==> src/rtl/cache_pkg.sv <==
// cache_pkg: shared line geometry, fill FSM state encoding and address helpers
package cache_pkg;
    localparam int WORDS_PER_LINE = 8;
    localparam int WORD_BITS = 32;
    localparam int LINE_BITS = WORDS_PER_LINE * WORD_BITS;
    localparam int WORD_OFS_BITS = 3;

    typedef enum logic [1:0] {IDLE, FILL, WRITE, DONE} fill_state_t;
    typedef logic [WORD_OFS_BITS-1:0] word_ofs_t;

    function automatic word_ofs_t word_ofs(input logic [31:0] addr);
        return addr[WORD_OFS_BITS+1:2];
    endfunction
endpackage

==> src/rtl/linefill_buf.sv <==
// linefill_buf: 8x32 line assembly buffer with wrapping write pointer and beat counter
module linefill_buf
    import cache_pkg::*;
(
    input  logic                 clk,
    input  logic                 rst,
    input  logic                 start,
    input  word_ofs_t            start_word,
    input  logic                 we,
    input  logic [WORD_BITS-1:0] wdata,
    output word_ofs_t            wptr,
    output logic                 last,
    output logic [LINE_BITS-1:0] line
);
    logic [WORDS_PER_LINE-1:0][WORD_BITS-1:0] mem;
    word_ofs_t cnt;

    // store beats at the pointer; the 3-bit pointer wraps 7 -> 0 on its own
    always_ff @(posedge clk) begin
        if (rst) begin
            mem  <= '0;
            wptr <= '0;
            cnt  <= '0;
        end else if (start) begin
            wptr <= start_word;
            cnt  <= '0;
        end else if (we) begin
            mem[wptr] <= wdata;
            wptr      <= wptr + 1'b1;
            cnt       <= cnt + 1'b1;
        end
    end

    assign last = we && (cnt == word_ofs_t'(WORDS_PER_LINE - 1));
    assign line = mem;
endmodule

==> src/rtl/cache_linefill.sv <==
// cache_linefill: miss-driven 8-beat burst fill into the line RAM; CRITICAL_WORD_FIRST_EN starts the burst at the missed word
module cache_linefill
    import cache_pkg::*;
#(
    parameter int NL  = 128,
    parameter int LSS = 7
) (
    input  logic                 nGCLK,
    input  logic                 rst,
    input  logic                 miss_req,
    input  logic [31:0]          miss_addr,
    output logic                 bus_req,
    output logic [31:0]          bus_addr,
    input  logic                 bus_ack,
    input  logic [31:0]          bus_rdata,
    input  logic                 bus_err,
    output logic [LSS-1:0]       write_sel,
    output logic [LINE_BITS-1:0] write_port,
    output logic                 wr_ena,
    output logic                 crit_valid,
    output logic [31:0]          crit_data,
    output logic                 busy,
    output logic                 fill_done,
    output logic                 fill_err
);
    fill_state_t state, state_n;
    word_ofs_t   start_word, req_ofs, wptr;
    logic        start, beat_we, beat_last, crit_hit;
    logic        unused_ok;

`ifdef CRITICAL_WORD_FIRST_EN
    assign start_word = word_ofs(miss_addr);
`else
    assign start_word = '0;
`endif

    assign unused_ok = ^{miss_addr[1:0], 32'(NL)};

    linefill_buf u_buf (
        .clk        (nGCLK),
        .rst        (rst),
        .start      (start),
        .start_word (start_word),
        .we         (beat_we),
        .wdata      (bus_rdata),
        .wptr       (wptr),
        .last       (beat_last),
        .line       (write_port)
    );

    // state register
    always_ff @(posedge nGCLK) begin
        if (rst) state <= IDLE;
        else     state <= state_n;
    end

    // next state: an error beat wins over an ack and drops straight back to IDLE
    always_comb begin
        state_n = (state == IDLE)  ? (miss_req ? FILL : IDLE) :
                  (state == FILL)  ? (bus_err ? IDLE : (beat_last ? WRITE : FILL)) :
                  (state == WRITE) ? DONE : IDLE;
    end

    // state decodes: bus handshake, buffer control and critical-word match
    always_comb begin
        bus_req  = (state == FILL);
        busy     = (state != IDLE);
        start    = (state == IDLE) && miss_req;
        beat_we  = (state == FILL) && bus_ack && !bus_err;
        crit_hit = beat_we && (wptr == req_ofs);
    end

    // registered outputs and latched request fields
    always_ff @(posedge nGCLK) begin
        if (rst) begin
            bus_addr   <= '0;
            write_sel  <= '0;
            req_ofs    <= '0;
            wr_ena     <= 1'b0;
            crit_valid <= 1'b0;
            crit_data  <= '0;
            fill_done  <= 1'b0;
            fill_err   <= 1'b0;
        end else begin
            wr_ena     <= beat_last;
            crit_valid <= crit_hit;
            fill_done  <= (state == WRITE);
            fill_err   <= (state == FILL) && bus_err;
            if (crit_hit) crit_data <= bus_rdata;
            if (start) begin
                bus_addr  <= {miss_addr[31:5], start_word, 2'b00};
                write_sel <= miss_addr[LSS+4:5];
                req_ofs   <= word_ofs(miss_addr);
            end
        end
    end
endmodule

==> config.mk <==
export PLATFORM = sky130hd
export DESIGN_NAME = cache_linefill
export DESIGN_NICKNAME = d
export VERILOG_FILES = /design/src/rtl/cache_pkg.sv /design/src/rtl/linefill_buf.sv /design/src/rtl/cache_linefill.sv
export SDC_FILE = /design/constraint.sdc
export NUM_CORES = 1
export LEC_CHECK = 0
export ABC_AREA = 1
export BUFFER_PORTS_ARGS = -buffer_cell sky130_fd_sc_hd__buf_4
export CAP_MARGIN = 10
export CORE_ASPECT_RATIO = 0.9
export CORE_MARGIN = 5
export CORE_UTILIZATION = 45
export CTS_CLUSTER_DIAMETER = 80
export DETAILED_ROUTE_END_ITERATION = 6
export PLACE_DENSITY = 0.8
export SLEW_MARGIN = 20
export SYNTH_ARGS = -nofsm -noshare
export SYNTH_HDL_FRONTEND = slang
export SYNTH_SLANG_ARGS = --single-unit
==> constraint.sdc <==
create_clock -name nGCLK -period 1.7 [get_ports nGCLK]
set_input_delay 0.255 -clock nGCLK [delete_from_list [all_inputs] [get_ports nGCLK]]
set_output_delay 0.255 -clock nGCLK [all_outputs]
set_load 0.01 [all_outputs]
=== Word level (Yosys, flattened, before mapping) ===
Index checks and enable logic that the tools add are counted.

* Word-level logic and storage cells: 49
* Register bits after elaboration: 337
* Bits of input ports: 69
* Output and inout bits: 333

* $add $sub $neg: 2
* Equal/unequal tests: 4
* Multiplexer cells: 9
* $lt $le $gt $ge: 2
* Bitwise logic cells: 1
* Reduce and logical (&&, ||, !) cells: 12

{| class="wikitable"
|+ Operators by type and width
! operator !! count
|-
| 256-bit bitwise mux || 1
|-
| 32-bit demux with 3-bit select || 1
|-
| 32-bit 2-to-1 mux || 1
|-
| 2-bit 2-to-1 mux || 5
|-
| 1-bit logical AND || 7
|-
| 3-bit by 1-bit adder with 3-bit output, second input constant || 2
|-
| 3-bit by 4-bit < comparator with 1-bit output, second input constant || 1
|-
| 3-bit equality test || 1
|-
| 3-bit equality test, second input constant || 1
|-
| 3-bit by 1-bit greater-or-equal comparator with 1-bit output, second input constant || 1
|-
| 2-bit by 1-bit equality test with 1-bit output, second input constant || 1
|-
| 2-bit equality test, second input constant || 1
|-
| 2-bit zero test || 1
|-
| 2-bit AND reduction || 1
|-
| 2-bit nonzero test || 1
|-
| 2-bit OR reduction || 1
|-
| 1-bit zero test || 1
|-
| 1-bit 2-to-1 mux || 1
|-
| 1-bit inverter || 1
|}

=== Depth between registers and ports, before layout ===
Gate-level depths: netlist (run 1).

* Word-level depth: 8
* Depth in mapped cells: 10
* Gate-level depth less buffers: 7

=== By module ===
From an unflattened synthesis (run 1), not the netlist that was laid out.

* Cells, all modules: 1867
* Area total of the unflattened synthesis: 12933.7 µm²

{| class="wikitable"
|+ Modules (own cells, without submodules)
! module !! times used !! cells an instance !! area an instance (µm²) !! sequential area each (µm²)
|-
| linefill_buf || 1 || 1468 || 10092.2 || 5245.0
|-
| cache_linefill || 1 || 399 || 2841.5 || 1361.3
|}

=== Least setup slack after synthesis (run 1) ===
No wires, ideal clock.

* Path type: register -> register
* Start: register u_buf.wptr[0]
* End: register crit_data[24]
* Clock period less this slack: 1.417 ns
* Stages on the path, launching flop included: 11
* Data arrival time: 1.302 ns
* Library setup time: 0.115 ns
* Setup slack: 0.283 ns
* Data required time: 1.585 ns
* Path buffers: 3
* Cells stage by stage: dfxtp_1 > buf_4 > inv_4 > nand2_1 > nand2_1 > nor2_1 > buf_2 > buf_4 > nand3_1 > nand2_1 > nor2_1

* Word-level cells in the longest chain between the ends: 2

{| class="wikitable"
|+ RTL lines
! item !! RTL line !! RTL
|-
| from (decl) || linefill_buf.sv:11 || <nowiki>output word_ofs_t wptr,</nowiki>
|-
| from (signal assigned) || linefill_buf.sv:25 || <nowiki>wptr <= start_word;</nowiki>
|-
| from (signal assigned) || linefill_buf.sv:29 || <nowiki>wptr <= wptr + 1'b1;</nowiki>
|-
| 3-bit equality test || cache_linefill.sv:70 || <nowiki>crit_hit = beat_we && (wptr == req_ofs);</nowiki>
|-
| 1-bit logical AND || cache_linefill.sv:70 ||
|-
| to (signal assigned) || cache_linefill.sv:89 || <nowiki>if (crit_hit) crit_data <= bus_rdata;</nowiki>
|-
| to (decl) || cache_linefill.sv:21 || <nowiki>output logic [31:0] crit_data,</nowiki>
|}

No other way between the ends.
A chain may end at the register's enable or synchronous reset.

=== Final worst setup path (run 1) ===
* Start: register state[0]
* End: register u_buf.mem (netlist bit u_buf.line[10])

* Word-level cells in the longest chain between the ends: 4
* Elaborated cells on any way between the ends: 7
* Classes of those cells: eq/ne (1); bitwise (1); reduce/logical (5)

{| class="wikitable"
|+ RTL lines
! item !! RTL line !! RTL
|-
| from (decl) || cache_linefill.sv:26 || <nowiki>fill_state_t state, state_n;</nowiki>
|-
| from (signal assigned) || cache_linefill.sv:54 || <nowiki>else state <= state_n;</nowiki>
|-
| 2-bit by 1-bit equality test with 1-bit output / 2-bit zero test (equally long branches) || cache_linefill.sv:69, cache_linefill.sv:68 ||
|-
| 1-bit logical AND, on equally long branches || cache_linefill.sv:69, cache_linefill.sv:68 ||
|-
| 1-bit logical AND / 1-bit inverter (equally long branches) || - ||
|-
| 2-bit AND reduction (no line) * || - ||
|-
| to (signal, indexed assignment) || linefill_buf.sv:28 || <nowiki>mem[wptr] <= wdata;</nowiki>
|-
| to (decl) || linefill_buf.sv:15 || <nowiki>logic [WORDS_PER_LINE-1:0][WORD_BITS-1:0] mem;</nowiki>
|}

Every way passes the cells marked *; elsewhere a longest branch is shown, timed or not.

==> metrics.md, run 1 <==
| Metric | Value |
|---|---|
| Worst path slowest cell | `dfxtp_1` |
| Depth of the CTS H-tree | `2` |
| Tightest Pin Transition | `799 ps` |
| Tcrit/Tclk final | `94.5%` |
| Post-route DRC | `0` |
| Final core utilization | `62.3%` |
| Vias | `13,600` |
| Yosys reg bits | `330` |
| 1st-iter DRT viols | `1,268` |
| CTS root buf | `clkbuf_16` |
| Critical Path Start Type | `register` |
| Port Buffers | `394` |
| Outcome | `complete, no violations` |
| Max-slew violations | `0` |
| Worst-case clock skew | `12.8 ps` |
| CP Max Fanout | `32` |
| Clk_lat worst skew | `510 ps` |
| Post_cts resized | `0` |
| CP Cell Sequence | `inv_2, nor2_4, nand2_4, buf_4, nor3_4, buf_12, nor2_1, nor2_1` |
| Seq. cell area | `6610 sq um` |
| Vias in the first global route | `12,500` |
| Final setup viols | `0` |
| Routed WL | `48,600 um` |
| Met2 track demand over resource | `44.2%` |
| Pin count of the biggest net entering global routing | `66` |
| Met1 Usage GRT | `35.2%` |
| Clock share of power | `44.9%` |
| Crit Path Class | `reg2reg` |
| Synth Area in Simple Gates | `36.7%` |
| Yosys top cell by area | `dfxtp_1` |
| Grt total ovfl | `0` |
| Synth area leaders | `dfxtp_1 (50%), nor2_1 (16%), nand3_1 (11%)` |
| Vias per cell | `5.30` |
| Core area | `28,800 sq um` |
| Die area | `32,600 sq um` |
| Compound-cell area share of the yosys netlist | `5.31%` |
| Commonest non-fill, non-tap cell in the layout | `nor2_1` |
| Row Count | `59` |
| Post-Synth Adder-Cell Area | `0.287%` |
| CP top delay family | `simple AND/OR/NAND/NOR gates` |
| Layout overhead on the synthesized area | `37.0%` |
| GPL Wtd Cong | `0.871` |
| Comb pwr share | `9.1%` |
| Initial Util | `45.5%` |
| Worst setup EP type | `register` |
| Top Usage Layer GRT | `met2` |
| Clock sinks | `330` |
| Post-CTS Setup Inserts | `0` |
| Layout fillers | `around 2,500` |
| Reg clk slew, reported paths | `60 ps` |
| Crit path DAT | `2030 ps` |
| Hold-fix buffers, CTS | `13` |
| Share of cells above drive strength 1 | `23.7%` |
| WL/cell | `~19 um` |
| Synth top area share | `between 50% and 60%` |
| Endpoints failing hold | `0` |
| Area of the multi-input gates | `5620 sq um` |
| Post-route antenna net violation count | `0` |
| Die width | `190 um` |
| Number of nets in the layout | `~2,300` |
| CTS Buf Count | `35` |
| Post-layout min period | `1610 ps` |
| Syn Std Cell Area | `about 13,000 sq um` |
| Net switching fraction of the power | `between 20% and 30%` |
| Pint | `13.1 mW` |
| Die height | `172 um` |
| CP bufs+invs | `3` |
| Detailed Place HPWL | `31,900 um` |
| Setup TNS | `0 ps` |
| Critical Path Most Common Cell | `nor2_1` |
| Mean Syn Cell Area | `~7.1 sq um` |
| Met3 Usage GRT | `around 8.4%` |
| First-pass GRT wire length | `around 72,000 um` |
| First-pass iteration count of the detailed router | `5` |
| Largest family of logic cells by synthesized area | `simple AND/OR/NAND/NOR gates` |
| Register area share after synthesis | `50.4%` |
| Synth Area in XOR/XNOR | `0.0669%` |
| Sw Pwr | `4.15 mW` |
| Req. time, crit path | `2130 ps` |
| Yosys warnings | `0` |
| Worst Slack Setup Final | `93.2 ps` |
| Antenna violations before repair | `0` |
| Placement Setup Slack | `88.0 ps` |
| Max Cap Viol | `0` |
| Reg power frac | `46.0%` |
| Maximum VDD drop | `0.596 mV` |
| Gate Count Post-Synth | `1,833` |
| CTS tree | `built` |
| Mux contribution to synthesized area | `0%` |
| Fmax | `622 MHz` |
| Most frequent cells in the layout | `nor2_1 (544), buf_4 (418), dfxtp_1 (330), nand2_1 (309), nand3_1 (289)` |
| Worst slew margin | `~46%` |
| Tot GR Track Use | `28.2%` |
| Io pins | `402` |
| Leakage dissipation | `8.16 nW` |
| RSZ-0062 raised after global routing | `false` |
| Power Density | `960 nW/um^2` |
| Maximum clock path buffer count | `3` |
| Post-synth cell types | `24` |
| Worst Hold Class | `in2reg` |
| Max stage delay on crit path | `350 ps` |
[worst paths after layout]
kind                        from        endpoint  slack, ps  cells past startpoint
setup reg to reg        state[0]  u_buf.line[10]         90                      8
setup / recovery        state[0]  u_buf.line[10]         90                      8
hold reg to reg   u_buf.line[37]  u_buf.line[37]        470                      2
hold / removal     miss_addr[25]    bus_addr[25]         20                      3
[synthesized netlist by cell type]
library cell and count:
buf_1 8, nand2_4 1, buf_2 73, inv_4 1, inv_1 10, o21ai_0 35, nand2_1 309, inv_2 2
nand3_1 289, xor2_1 1, nor3_4 3, clkbuf_1 41, nor3_2 3, nor2_4 1, nor3_1 1, nor2_2 2
dfxtp_1 330, buf_4 29, ha_1 3, clkinv_1 33, conb_1 1, nor4_1 1, nor2_1 552, a21oi_1 104
[final cells by class]
class / instances / area share [%]
clock buffers: 50 / 5.71
repair buffers: 463 / 21.8
diodes: 1 / 0.0139
inverters: 46 / 1.06
clock inverters: 9 / 0.704
well taps: 366 / 2.55
multi-input cells: 1310 / 31.3
flip-flops and latches: 330 / 36.8
[power by group through the flow]
stage	registers [mW]	clock network [mW]	logic [mW]
finish	7.93	7.73	1.57
global route	7.94	8.15	1.69
CTS	7.93	7.84	1.55
detailed placement	8.10	0	1.52
global placement	8.09	0	1.50
floorplan	8.14	0	0.752
[metrics by stage]
step / hold slack (ps) / area, sq um / std cells / total power [mW]
2_1_floorplan: 324 / 13100 / 1837 / 8.89
3_3_place_gp: 453 / 16700 / 2502 / 9.59
3_5_place_dp: 459 / 16700 / 2502 / 9.62
4_1_cts: 2.00 / 17900 / 2574 / 17.3
5_1_grt: 13.1 / 17900 / 2574 / 17.8
6_report: 23.9 / 17900 / 2575 / 17.2
[routing by layer]
layer  part of all wire (%)  wire length, um  vias to the layer above
li1                       -                -                     6521
met3                     11             5440                      171
met4                    6.1             2950                        0
met1                     38            18400                     6243
met2                     45            21800                      707
met5                      0                0                        -
[registers in the layout, summed over array words and instances, names as in the netlist]
register,cells
bus_addr,21
crit_data,32
crit_valid,1
fill_done,1
fill_err,1
req_ofs,3
state,2
u_buf.cnt,3
u_buf.line,256
u_buf.wptr,3
wr_ena,1
write_sel,6
[logic make-up (layout without fill, tap and decap cells)]
family | Yosys count | after routing
AOI/OAI and AO/OA | 139 | 139
xor gates and xnor gates | 1 | 1
adders and majority gates | 3 | 3
buffers and inverters | 197 | 568
DFF | 330 | 330
other | 1 | 6
and+or+nand+nor | 1162 | 1162
[tightest hold or removal path: stages]
cell and delay [ps]:
buf_4 80, o21ai_0 80, nor2_1 80
Note: power is estimated with default switching activity, not from simulation.
==> run 2: changes to the inputs <==
Settings changed: CORE_MARGIN 5 to 2.
==> run 2 against run 1 <==
Worst hold slack worse by 9.0 ps; power is 3.0% higher; register-to-register slack hardly changed; critical path type is now in2reg; highest routed layer is now met5.
==> metrics.md, run 2 (synthesis results as in run 1) <==
| Metric | Value |
|---|---|
| Vias per cell | `5.36 (+1.1%)` |
| Grt total ovfl | `0 (unchanged)` |
| Dpl cell area | `16,600 sq um (-0.21%)` |
| Port Buffers | `394 (unchanged)` |
| Layout fillers | `2,457 (-1.9%)` |
| First-pass iteration count of the detailed router | `6 (+1)` |
| CP Max Fanout | `16 (-50%)` |
| CP bufs+invs | `5 (+2)` |
| Antenna violations before repair | `1 (+1)` |
| Tot GR Track Use | `30.6% (+2.4 points)` |
| GPL Wtd Cong | `0.848 (-2.7%)` |
| N_diodes | `0 (-1)` |
| Hold Path Sink | `bus_addr[25]` |
| Fmax | `603 MHz (-3.1%)` |
| Min-delay src | `miss_addr[25]` |
| FF-to-FF End | `u_buf.line[67]` |
| Pin count of the biggest net entering global routing | `66 (unchanged)` |
| Vias in the first global route | `12,400 (-0.25%)` |
| Initial Util | `45.5% (unchanged)` |
| Io pins | `402 (unchanged)` |
| WL/cell | `18.9 um (+0.13%)` |
| Cell Count, Final, Fillers Out | `2,580 (+0.19%)` |
| Post-layout min period | `1660 ps (+50.7 ps)` |
| Routed WL | `48,700 um (+0.32%)` |
| Number of nets in the layout | `2,262 (+0.18%)` |
| Endpoints failing hold | `0 (unchanged)` |
| Tcrit/Tclk final | `97.5% (+3.0 points)` |
| Setup TNS | `0 ps (unchanged)` |
| Row Count | `59 (unchanged)` |
| Worst path slowest cell | `dlygate4sd3_1` |
| Share of cells above drive strength 1 | `24.1% (+0.39 points)` |
| Post-route antenna net violation count | `0 (unchanged)` |
| Reg clk slew, reported paths | `60 ps (about the same)` |
| Worst setup EP type | `register` |
| Commonest non-fill, non-tap cell in the layout | `nor2_1` |
| Detailed Place HPWL | `30,700 um (-3.5%)` |
| Core area | `28,800 sq um (unchanged)` |
| Final Hold Slack | `14.9 ps (-9.02 ps)` |
| Die area | `30,500 sq um (-6.5%)` |
| CTS tree | `built` |
| PnR Total Power | `17.7 mW (+3.0%)` |
| Max-slew violations | `0 (unchanged)` |
| Maximum VDD drop | `0.629 mV (+5.5%)` |
| CP Cell Sequence | `dlygate4sd3_1, buf_4, nor2_2, nand2_4, buf_6, nor3_4, buf_12, clkbuf_16, nor2_1, nor2_1` |
| Placement Setup Slack | `134 ps (+46.4 ps)` |
| Power Density | `981 nW/um^2 (+2.2%)` |
| Worst slew margin | `45.6% (-0.83 points)` |
| Final core utilization | `62.8% (+0.47 points)` |
| Depth of the CTS H-tree | `2 (unchanged)` |
| CTS Buf Count | `34 (-2.9%)` |
| Worst-case clock skew | `15.8 ps (+2.97 ps)` |
| Die height | `166 um (-3.5%)` |
| Clock sinks | `330 (unchanged)` |
| Max reg flops | `256 (unchanged)` |
| Worst Slack Setup Final | `42.6 ps (-50.7 ps)` |
| Max Cap Viol | `0 (unchanged)` |
| Req. time, crit path | `2140 ps (about the same)` |
| Layout overhead on the synthesized area | `38.0%` |
| 1st-iter DRT viols | `1,590 (+25%)` |
| Clk_lat worst skew | `510 ps (about the same)` |
| Reg-to-reg startpoint | `state[1]` |
| Post-route DRC | `0 (unchanged)` |
| Hold Path Depth | `3 (unchanged)` |
| Max stage delay on crit path | `550 ps (+200 ps)` |
| Final setup viols | `0 (unchanged)` |
| RSZ-0062 raised after global routing | `false` |
| Vias | `13,800 (+1.3%)` |
| CTS root buf | `clkbuf_16` |
| Crit path DAT | `2100 ps (+70 ps)` |
| Worst Hold Class | `in2reg` |
| First-pass GRT wire length | `71,600 um (-0.73%)` |
| Crit Path Class | `in2reg` |
| Most frequent cells in the layout | `nor2_1 (543), buf_4 (423), dfxtp_1 (330), nand2_1 (309), nand3_1 (289)` |
| CP top delay family | `buffers and inverters` |
| Placed insts | `2,504 (+0.080%)` |
| Critical Path Most Common Cell | `nor2_1` |
| Outcome | `complete, no violations` |
| Leakage dissipation | `8.25 nW (+1.1%)` |
| Critical Path Start Type | `input pin` |
| Reg2reg path depth | `8 (unchanged)` |
| Reg-to-reg setup timing slack | `90 ps (about the same)` |
| Tightest Pin Transition | `811 ps (+12.4 ps)` |
| Die width | `184 um (-3.2%)` |
| Final Cell Area | `18,100 sq um (+0.75%)` |
| Maximum clock path buffer count | `3 (unchanged)` |
-- run 2: layout make-up --
cell class | count | area, sq um | share of cell area, %
flip-flops and latches | 330 | 6610 | 36.6
multi-input cells | 1310 | 5630 | 31.1
repair buffers | 468 | 3950 | 21.8
clock buffers | 52 | 1080 | 5.99
well taps | 366 | 458 | 2.53
inverters | 46 | 190 | 1.05
clock inverters | 8 | 165 | 0.914
-- run 2: how the worst max path moves through the flow --
stage	start	end	slack (ps)	depth (start not counted)
after floorplan	u_buf.wptr[0]	crit_data[24]	280	10
after global routing	u_buf.wptr[0]	crit_data[27]	7	8
final	bus_err	u_buf.line[67]	40	10
after global placement	bus_err	u_buf.line[48]	190	8
after CTS	bus_err	u_buf.line[68]	80	9
after detailed placement	bus_ack	u_buf.line[68]	130	9
-- run 2: repair_timing --
item                       in CTS  in global routing
setup endpoints to repair       0                  7
setup buffers                   0                  1
hold endpoints to repair       15                  0
hold buffers                   13                  0
gates resized for setup         0                  2
-- run 2: worst reg2reg max path: stages, from the launching register on --
cell and delay (ps):
dfxtp_1 370, nor2_4 170, nand2_4 110, buf_6 190, nor3_4 230, buf_12 150
clkbuf_16 180, nor2_1 60, nor2_1 80
-- run 2: routing by layer --
layer / routed length (um) / track usage [%]
met3: 5640 / 7.26
met1: 18800 / 40.0
met5: 25 / 0
met4: 2880 / 16.2
met2: 21400 / 46.8
-- run 2: report_power, final --
part	total [mW]	internal [mW]	switching [mW]
combinational	1.59	0.573	1.02
sequential	7.93	7.85	0.0741
clock	8.22	5.14	3.08
==> run 3: changes to the inputs <==
Settings changed: CORE_ASPECT_RATIO 0.9 to 2.
==> run 3 against run 2 <==
Critical path depth is the same; utilization is 0.16 points lower; wire length grew 0.78%; count of clock-buffer cells in the layout fell by 13; critical path type unchanged; largest power group is now registers; highest routed layer is now met4.
==> metrics.md, run 3 (synthesis results as in run 1) <==
| Metric | Value |
|---|---|
| CTS tree | `built` |
| Setup TNS | `0 ps (unchanged)` |
| Endpoints failing hold | `0 (unchanged)` |
| Cell Count, Final, Fillers Out | `2,582 (+0.078%)` |
| Outcome | `complete, no violations` |
| Port Buffers | `394 (unchanged)` |
| Post-route antenna net violation count | `0 (unchanged)` |
| Reg2reg path depth | `9 (+1)` |
| Power Density | `934 nW/um^2 (-4.8%)` |
| Initial Util | `45.6% (+0.083 points)` |
| Post-layout min period | `1610 ps (-42.6 ps)` |
| Detailed Place HPWL | `31,700 um (+3.2%)` |
| Io pins | `402 (unchanged)` |
| Vias in the first global route | `12,800 (+3.1%)` |
| Crit Path Class | `in2reg` |
| Clk_lat worst skew | `570 ps (+60 ps)` |
| GPL Wtd Cong | `0.871 (+2.7%)` |
| Critical Path Start Type | `input pin` |
| Setup crit end | `u_buf.line[169]` |
| Clock sinks | `330 (unchanged)` |
| CP Max Fanout | `16 (unchanged)` |
| Pin count of the biggest net entering global routing | `71 (+7.6%)` |
| Final core utilization | `62.6% (-0.16 points)` |
| Leakage dissipation | `8.19 nW (-0.74%)` |
| Row Count | `88 (+49%)` |
| Commonest non-fill, non-tap cell in the layout | `nor2_1` |
| Grt total ovfl | `0 (unchanged)` |
| Max-slew violations | `0 (unchanged)` |
| Die area | `30,600 sq um (+0.27%)` |
| Tightest Pin Transition | `822 ps (+10.3 ps)` |
| Core area | `28,700 sq um (-0.18%)` |
| Post-route DRC | `0 (unchanged)` |
| CTS root buf | `clkbuf_16` |
| Req. time, crit path | `2200 ps (+60 ps)` |
| Layout overhead on the synthesized area | `37.4%` |
| Layout fillers | `2,455 (-0.081%)` |
| Crit path DAT | `2110 ps (about the same)` |
| Reg-to-reg setup timing slack | `90 ps (about the same)` |
| Hold Path Depth | `3 (unchanged)` |
| Reg clk slew, reported paths | `70 ps (about the same)` |
| Fmax | `619 MHz (+2.6%)` |
| First-pass iteration count of the detailed router | `5 (-1)` |
| Most frequent cells in the layout | `nor2_1 (543), buf_4 (422), dfxtp_1 (328), nand2_1 (309), nand3_1 (289)` |
| Worst setup EP type | `register` |
| Die height | `245 um (+48%)` |
| Worst-case clock skew | `14.0 ps (-1.81 ps)` |
| Routed length on met2 | `23,900 um (+12%)` |
| 1st-iter DRT viols | `1,117 (-30%)` |
| CP startpoint | `bus_err` |
| Reg-to-reg startpoint | `state[0]` |
| Die width | `125 um (-32%)` |
| Vias per cell | `5.38 (+0.39%)` |
| Vias | `13,900 (+0.46%)` |
| Met1 WL | `16,800 um (-11%)` |
| Depth of the CTS H-tree | `1 (-1)` |
| FF-to-FF End | `u_buf.line[169]` |
| Uppermost routed layer | `met4` |
| Maximum VDD drop | `0.954 mV (+52%)` |
| Placed insts | `2,490 (-0.56%)` |
| PnR Total Power | `16.8 mW (-5.3%)` |
| Max Cap Viol | `0 (unchanged)` |
| Number of nets in the layout | `2,272 (+0.44%)` |
| Maximum clock path buffer count | `3 (unchanged)` |
| Max reg flops | `256 (unchanged)` |
| Tot GR Track Use | `30.0% (-0.54 points)` |
| Tcrit/Tclk final | `95.0% (-2.5 points)` |
| CTS Buf Count | `29 (-15%)` |
| Antenna violations before repair | `0 (-1)` |
| Routed WL | `49,100 um (+0.78%)` |
| N_diodes | `0 (unchanged)` |
| First-pass GRT wire length | `72,000 um (+0.67%)` |
| WL/cell | `19.0 um (+0.70%)` |
| Worst Hold Class | `in2reg` |
| Share of cells above drive strength 1 | `23.7% (-0.36 points)` |
| WL met3 | `4210 um (-25%)` |
| Final setup viols | `0 (unchanged)` |
| Worst slew margin | `44.9% (-0.69 points)` |
## run 3: cell types whose count changed in the layout (fill, tap and decap cells not counted), sizes merged
| cell | previous run | this run |
|---|---|---|
| clkbuf | 54 | 41 |
| buf | 453 | 448 |
| dlygate4sd3 | 13 | 33 |
| inv | 13 | 15 |
| clkinv | 36 | 39 |
| clkinvlp | 0 | 1 |
## run 3: through the flow
| step | hold WS (ps) | setup slack (ps) | instance area [sq um] |
|---|---|---|---|
| 3_3_place_gp | 453 | 83.4 | 16500 |
| 4_1_cts | 10.0 | 76.3 | 17900 |
| 6_report | 28.7 | 85.2 | 18000 |
| 2_1_floorplan | 324 | 283 | 13100 |
| 5_1_grt | 73.0 | -5.03 | 18000 |
| 3_5_place_dp | 458 | 52.2 | 16500 |
## run 3: final cells by class
cell class	count	area [sq um]	share of cell area, %
Clock buffer	39	843	4.69
Inverter	46	190	1.06
Clock inverter	14	213	1.18
Timing Repair Buffer	483	4060	22.5
Tap cell	360	450	2.50
Multi-Input combinational cell	1310	5630	31.3
Sequential cell	330	6610	36.7
## run 3: worst min path at each step
| stage | slack [ps] | end | start |
|---|---|---|---|
| 5_1_grt | 70 | state[0] | miss_req |
| 3_5_place_dp | 460 | req_ofs[0] | req_ofs[0] |
| 6_report | 30 | state[0] | miss_req |
| 2_1_floorplan | 320 | state[0] | rst |
| 4_1_cts | 10 | state[0] | miss_req |
| 3_3_place_gp | 450 | u_buf.line[23] | u_buf.line[23] |
## run 3: per-layer routing
layer  vias to the layer above  GRT usage [%]
met5                         -              0
li1                       6542              -
met2                       769           51.9
met3                       192           4.84
met1                      6380           33.6
met4                         0           20.8
## run 3: worst max-delay path, cell delays in order
cell	delay (ps)
dlygate4sd3_1	530
buf_4	150
nor2_2	210
nand2_8	120
buf_8	170
nor3_4	210
buf_12	150
buf_12	150
nor2_1	60
nor2_1	100
## run 3: power by group
| part | leakage [nW] | internal, mW | switching [mW] | total, mW |
|---|---|---|---|---|
| logic | 4.99 | 0.596 | 1.01 | 1.61 |
| registers | 2.67 | 7.85 | 0.0771 | 7.93 |
| clock network | 0.523 | 4.24 | 3.02 | 7.27 |
| total | 8.19 | 12.7 | 4.11 | 16.8 |
## run 3: repair_timing
item,CTS,global route
endpoints found under the hold margin,36,0
endpoints found under the setup margin,0,41
buffers inserted,0,4
resized for setup,0,8
hold buffers,33,0
